**src/rtl/trap_unit.sv**
```systemverilog
// Machine-mode trap controller: exception entry, MRET exit, and the M-mode CSR file
// (mstatus, mtvec, mscratch, mepc, mcause, mtval) with fetch redirect strobes.
module trap_unit #(
  parameter logic [63:0] MTVEC_RESET = 64'h0000_0000_0000_0100
) (
  input  logic        clk,
  input  logic        rst,
  input  logic        exc_en,
  input  logic [3:0]  exc_code,
  input  logic [63:0] exc_val,
  input  logic        mret,
  input  logic [63:0] pc_addr,
  input  logic [11:0] r_csr_addr,
  input  logic        we_csr,
  input  logic [63:0] w_csr_data,
  output logic [63:0] csr_data,
  output logic        csr_illegal,
  output logic [1:0]  priv_lvl,
  output logic        trap_taken,
  output logic        trap_done,
  output logic        pc_redirect,
  output logic [63:0] pc_redirect_target
);
  localparam logic [11:0] A_MSTATUS  = 12'h300;
  localparam logic [11:0] A_MTVEC    = 12'h305;
  localparam logic [11:0] A_MSCRATCH = 12'h340;
  localparam logic [11:0] A_MEPC     = 12'h341;
  localparam logic [11:0] A_MCAUSE   = 12'h342;
  localparam logic [11:0] A_MTVAL    = 12'h343;

  typedef enum logic [1:0] {IDLE = 2'd0, ENTRY = 2'd1, EXIT = 2'd2} state_t;

  state_t      state;
  logic        mie, mpie;
  logic [1:0]  mpp;
  logic [63:0] mtvec, mscratch, mepc, mcause, mtval;
  logic [63:0] mstatus, trap_cause, trap_val;
  logic        m_mode, mapped, take_trap, take_exit, csr_wr;

  assign m_mode  = (priv_lvl == 2'b11);
  assign mstatus = {51'b0, mpp, 3'b0, mpie, 3'b0, mie, 3'b0};

  always_comb begin
    mapped   = 1'b1;
    csr_data = '0;
    case (r_csr_addr)
      A_MSTATUS:  csr_data = mstatus;
      A_MTVEC:    csr_data = mtvec;
      A_MSCRATCH: csr_data = mscratch;
      A_MEPC:     csr_data = mepc;
      A_MCAUSE:   csr_data = mcause;
      A_MTVAL:    csr_data = mtval;
      default:    mapped   = 1'b0;
    endcase
  end

  assign csr_illegal = (we_csr | mapped) & ~m_mode;

  // MRET outside M-mode becomes an illegal-instruction trap (cause 2, tval 0)
  assign take_trap  = exc_en | (mret & ~m_mode);
  assign take_exit  = mret & m_mode;
  assign csr_wr     = we_csr & ~mret & m_mode;
  assign trap_cause = exc_en ? {60'b0, exc_code} : 64'd2;
  assign trap_val   = exc_en ? exc_val : 64'd0;

  always_ff @(posedge clk or posedge rst) begin
    if (rst) begin
      state              <= IDLE;
      priv_lvl           <= 2'b11;
      mie                <= 1'b0;
      mpie               <= 1'b0;
      mpp                <= 2'b00;
      mtvec              <= MTVEC_RESET;
      mscratch           <= '0;
      mepc               <= '0;
      mcause             <= '0;
      mtval              <= '0;
      trap_taken         <= 1'b0;
      trap_done          <= 1'b0;
      pc_redirect        <= 1'b0;
      pc_redirect_target <= '0;
    end else begin
      trap_taken         <= 1'b0;
      trap_done          <= 1'b0;
      pc_redirect        <= 1'b0;
      pc_redirect_target <= '0;
      case (state)
        IDLE: begin
          if (take_trap) begin
            state              <= ENTRY;
            mepc               <= pc_addr & ~64'h3;
            mcause             <= trap_cause;
            mtval              <= trap_val;
            mpp                <= priv_lvl;
            mpie               <= mie;
            mie                <= 1'b0;
            priv_lvl           <= 2'b11;
            trap_taken         <= 1'b1;
            pc_redirect        <= 1'b1;
            pc_redirect_target <= mtvec & ~64'h3;
          end else if (take_exit) begin
            state              <= EXIT;
            priv_lvl           <= mpp;
            mie                <= mpie;
            mpie               <= 1'b1;
            mpp                <= 2'b00;
            trap_done          <= 1'b1;
            pc_redirect        <= 1'b1;
            pc_redirect_target <= mepc;
          end else if (csr_wr) begin
            case (r_csr_addr)
              A_MSTATUS: begin
                mie  <= w_csr_data[3];
                mpie <= w_csr_data[7];
                // MPP=10 is a reserved mode; it collapses to U
                mpp  <= (w_csr_data[12:11] == 2'b10) ? 2'b00 : w_csr_data[12:11];
              end
              A_MTVEC:    mtvec    <= w_csr_data & ~64'h3;
              A_MSCRATCH: mscratch <= w_csr_data;
              A_MEPC:     mepc     <= w_csr_data & ~64'h3;
              A_MCAUSE:   mcause   <= w_csr_data;
              A_MTVAL:    mtval    <= w_csr_data;
              default: ;
            endcase
          end
        end
        default: state <= IDLE;
      endcase
    end
  end
endmodule

```
**config.mk**
```make
export PLATFORM = sky130hd
export DESIGN_NAME = trap_unit
export DESIGN_NICKNAME = d
export VERILOG_FILES = /design/src/rtl/trap_unit.sv
export SDC_FILE = /design/constraint.sdc
export NUM_CORES = 1
export LEC_CHECK = 0
export ABC_AREA = 1
export BUFFER_PORTS_ARGS = -buffer_cell sky130_fd_sc_hd__buf_2
export CAP_MARGIN = 15
export CORE_MARGIN = 2
export CORE_UTILIZATION = 51
export CTS_CLUSTER_DIAMETER = 100
export CTS_CLUSTER_SIZE = 30
export DETAILED_ROUTE_END_ITERATION = 10
export PLACE_DENSITY = 0.75
export RECOVER_POWER = 25
export SETUP_SLACK_MARGIN = 0.1
export SLEW_MARGIN = 20
export SYNTH_ARGS = -nofsm -noshare
export SYNTH_HDL_FRONTEND = slang
export SYNTH_SLANG_ARGS = --single-unit
```
**constraint.sdc**
```tcl
create_clock -name clk -period 9.9 [get_ports clk]
set_input_delay 0 -clock clk [delete_from_list [all_inputs] [get_ports clk]]
set_output_delay 0 -clock clk [all_outputs]
set_load 0.01 [all_outputs]
```
After elaboration in Yosys (flattened, before gate mapping)
Index checks and enable logic that the tools add are counted.
{"block": "op_classes", "add_sub_neg": 0, "mul": 0, "div_mod_pow": 0, "n_lt_le_gt_ge": 0, "eq_ne": 10, "shift": 0, "mux": 44, "n_bitwise": 11, "reduce_logical": 16}
{"cell": "64-bit 2-to-1 mux", "count": 16}
{"cell": "64-bit case mux with 6 select lines", "count": 1}
{"cell": "12-bit by 10-bit == test with 1-bit output, second input constant", "count": 6}
{"cell": "2-bit 2-to-1 mux", "count": 10}
{"cell": "1-bit 2-to-1 mux", "count": 16}
{"cell": "4-bit AND reduction", "count": 3}
{"cell": "5-bit AND reduction", "count": 2}
{"cell": "2-bit nonzero test", "count": 5}
{"cell": "3-bit nonzero test", "count": 2}
{"cell": "6-bit OR reduction", "count": 1}
{"cell": "1-bit bitwise AND", "count": 5}
{"cell": "2-bit == test, second input constant", "count": 2}
{"cell": "4-bit 2-to-1 mux", "count": 1}
{"cell": "1-bit NOT", "count": 4}
{"cell": "3-bit != test, second input constant", "count": 1}
{"cell": "3-bit AND reduction", "count": 1}
{"cell": "2-bit logical NOT", "count": 1}
{"cell": "2-bit != test, second input constant", "count": 1}
{"cell": "1-bit bitwise OR", "count": 2}
{"cell": "2-bit AND reduction", "count": 1}
{"block": "totals", "ff_bits": 393, "latchBits": 0, "mem_bits_rw": 0, "mem_bits_ro": 0, "output_inout_bits": 134, "mem_count": 0}

Logic depth before layout (Yosys ltp)
{"block": "logic_depth", "depth_word": 6, "depth_mapped": 12, "mapped_depth_nobuf": 10}

Least setup slack after synthesis
Ideal clock, no wire load.
{"block": "synth_path", "path_kind": "register to register", "from": "register priv_lvl[0]", "to": "register mepc[31]", "setup_ns": 0.135, "arrival_ns": 1.639, "required_time_ns": 9.765, "slack_ns": 8.126, "stages_incl_launch_ff": 10, "n_path_buf": 2, "synth_period_minus_slack_ns": 1.774, "cell_sequence": "dfstp_2 > nand2_1 > inv_2 > nand2_1 > a21oi_4 > o21ai_2 > buf_2 > buf_2 > nand2_1 > o21ai_0"}
{"block": "synth_via", "elab_chain_cells": 6, "word_cells_on_any_way": 11, "classes_between": "eq/ne (2); mux (1); bitwise (5); reduce/logical (3)"}
{"item": "from (decl)", "line": "18", "text": "output logic [1:0] priv_lvl,"}
{"item": "from (signal assigned)", "line": "103", "text": "priv_lvl <= mpp;"}
{"item": "2-bit == test *", "line": "40", "text": "assign m_mode = (priv_lvl == 2'b11);"}
{"item": "1-bit NOT", "line": "60", "text": "assign take_trap = exc_en | (mret & ~m_mode);"}
{"item": "1-bit bitwise AND", "line": "60"}
{"item": "1-bit bitwise OR", "line": "60"}
{"item": "2-bit != test (no line) / 2-bit nonzero test (equally long branches)"}
{"item": "4-bit AND reduction (no line)"}
{"item": "to (signal assigned)", "line": "91", "text": "mepc <= pc_addr & ~64'h3;"}
{"item": "to (signal assigned)", "line": "120", "text": "A_MEPC: mepc <= w_csr_data & ~64'h3;"}
{"item": "to (decl)", "line": "36", "text": "logic [63:0] mtvec, mscratch, mepc, mcause, mtval;"}
Every way passes the cells marked *; elsewhere a longest branch is shown, timed or not.
A chain may end at the register's enable or synchronous reset.

==> out/metrics.yaml <==
drtIter0Drc: 1520
maxSlewViolCount: 141
nNetsFinal: 3100
initial_core_util: 0.520
die_h_um: 195
synthesis.instances: 2446
period_share: 0.471
cp.required_ps: 10500
final_cell_mix: "nand2_1 (800), dfrtp_1 (386), inv_1 (366)"
worstHoldPathType: "in -> reg"
p_per_area_nw_per_um2: 189
drc: 0
port_buffers: 342
die_area_um2: 37900
fin_crit_ps: 4660
clk_path_buf_depth: 3
rsz0062_at_grt: "no"
peakVddDrop_mv: 0.142
cts_resized: 0
hold_path_end: "mtval[7]$_DFFE_PP0P_"
drv_cap: 3
finClkSkew_ps: 16.6
cp_max_fo: 63
worst_setup_path_start_kind: "input port"
slew_headroom: -1.30
clock.fmax_mhz: 214
syn_area_per_cell_um2: 7.58
hpwl_mm: 34.0
antenna_left: 0
path_clk_slew_ps: 120
r2r_start: "priv_lvl[1]$_DFFE_PP1P_"
hold_viol_final: 0
finalPower_mw: 4.30
cts_made_buffers: 16
postLayoutCoreUtil: 0.639
place.gp.congestion: 0.888
layout_commonest_cell: "nand2_1"
hold_path.startpoint: "we_csr"
p_leak_nw: 11.9
crit_slowest_cell: "clkbuf_1"
status: "complete, but fails checks"
grt_util_all_layers: 0.318
rows: 69
reg2reg_slack_ps: 5860
yosysUniqueCellTypes: 32
cts_max_level: 1
finalSetupViolCount: 0
grt_pass1_wl_mm: 95.0
tritoncts: "built"
firstDrtPassIters: 7
cpPeakStageDelay_ps: 2520
gr-total-overflow: 0
drive_gt1_frac: 0.118
wl_per_cell_um: 18.0
yosys_warnings: 0
io_pins: 347
fill_cells: 3045
viasPerCell: 5.35
multi_input_area_um2: 6810
cts_num_sinks: 389
worstMarginPinSlew_ps: 3450
wirelength_mm: 60.6
grt_pass1_vias: 17935
root_buffer: "clkbuf_16"
tns_ps: 0
crit_arrival_ps: 5260
worstSetupPathType: "in -> async"
clock_latency_ps: 540
regArea_um2: 9740
die_x_um: 195
synth.yosys.seq_area_share: 0.525
crit_path_cell_trace: "dlygate4sd3_1 -> buf_2 -> clkinvlp_2 -> clkbuf_1 -> buf_4"
vias: 17975
rr_endpoint: "mtval[29]$_DFFE_PP0P_"
hold-path-cell-count: 5
rr_worst_depth: 10
dp_cells: 3132
antenna_found_initial: 7
grt_max_degree: 158
synthesis.area_um2: 18500
layout.cells.non_filler: 3359
failed_checks: "max-capacitance violations, max-slew violations"
core_area_um2: 35700
ys_ff_latch: 389
area_growth_syn_to_layout_pct: 22.9
end_kind: "asynchronous set/reset pin"
-- repair_timing --
action / in CTS / in global routing
hold buffers: 198 / 0
buffers inserted: 0 / 0
hold endpoints to repair: 360 / 0
-- state kept, by name (all words and copies together) (netlist names), 2 cells and up --
name and cells:
priv_lvl 2, mcause 64, state 2, mtvec 62
mscratch 64, mtval 64, mpp 2, mepc 62
pc_redirect_target 62
-- report_power, final --
part           switching (mW)  total, mW  internal, mW
sequential              0.203       2.21          2.01
combinational           0.869       1.26         0.394
clock                   0.503      0.824         0.321
total                    1.57       4.30          2.72
-- logic make-up after synthesis --
| group | Yosys count | share of synthesized area |
|---|---|---|
| and+or+nand+nor | 1053 | 0.225 |
| buffers and inverters | 514 | 0.111 |
| AOI/OAI and AO/OA | 489 | 0.138 |
| DFF | 389 | 0.525 |
| other | 1 | 0.000202 |
-- layout make-up --
class	instances	share of cell area
sequential	389	0.428
multi-input combinational	1544	0.299
timing repair buffer	561	0.166
inverter	375	0.0619
tap	461	0.0253
clock buffer	23	0.0197
antenna	6	0.000659
-- synthesized netlist by cell type, drive strengths merged --
master	count	area [um2]
a21oi	66	342
a22oi	1	7.51
and3	32	200
buf	61	364
clkbuf	78	293
conb	1	3.75
dfrtp	386	9660
dfstp	3	78.8
inv	375	1410
nand2	805	3030
nand3	76	390
nand3b	1	7.51
nand4	1	6.26
nor2	136	526
nor3	1	10.0
o21a	1	7.51
o21ai	358	1800
o221ai	2	17.5
o22ai	61	382
or2	1	6.26
-- stage by stage --
stage / hold WS, ps / instance area, um2 / worst slack [ps]
6_report: 33.4 / 22800 / 5240
2_1_floorplan: 127 / 18500 / 4670
4_1_cts: 9.37 / 22900 / 5940
3_5_place_dp: 252 / 20400 / 5960
3_3_place_gp: 246 / 20400 / 6090
5_1_grt: 53.0 / 22800 / 4380
-- routing by layer --
layer  routed length (um)  GRT usage  up-vias
li1                     -          -     8433
met2                28600      0.534      935
met3                 5240     0.0515      201
met4                 2640      0.140        2
met1                24100      0.407     8404
met5                   12          0        -
-- worst max-delay path: cells and delay by family --
family / cells / cell delay, ps
buffers and inverters: 5 / 5200
-- worst max path at each step --
| stage | start | to | slack [ps] | depth (start not counted) |
|---|---|---|---|---|
| 2_1_floorplan | rst | mcause[0]$_DFFE_PP0P_ | 4670 | 1 |
| 3_3_place_gp | priv_lvl[1]$_DFFE_PP1P_ | mtval[36]$_DFFE_PP0P_ | 6090 | 9 |
| 3_5_place_dp | priv_lvl[1]$_DFFE_PP1P_ | mtval[44]$_DFFE_PP0P_ | 5960 | 9 |
| 4_1_cts | priv_lvl[1]$_DFFE_PP1P_ | mtval[44]$_DFFE_PP0P_ | 5940 | 9 |
| 5_1_grt | rst | mscratch[35]$_DFFE_PP0P_ | 4380 | 5 |
| 6_report | rst | mtvec[35]$_DFFE_PP0P_ | 5240 | 5 |
Power figures use the tool's default switching activity.
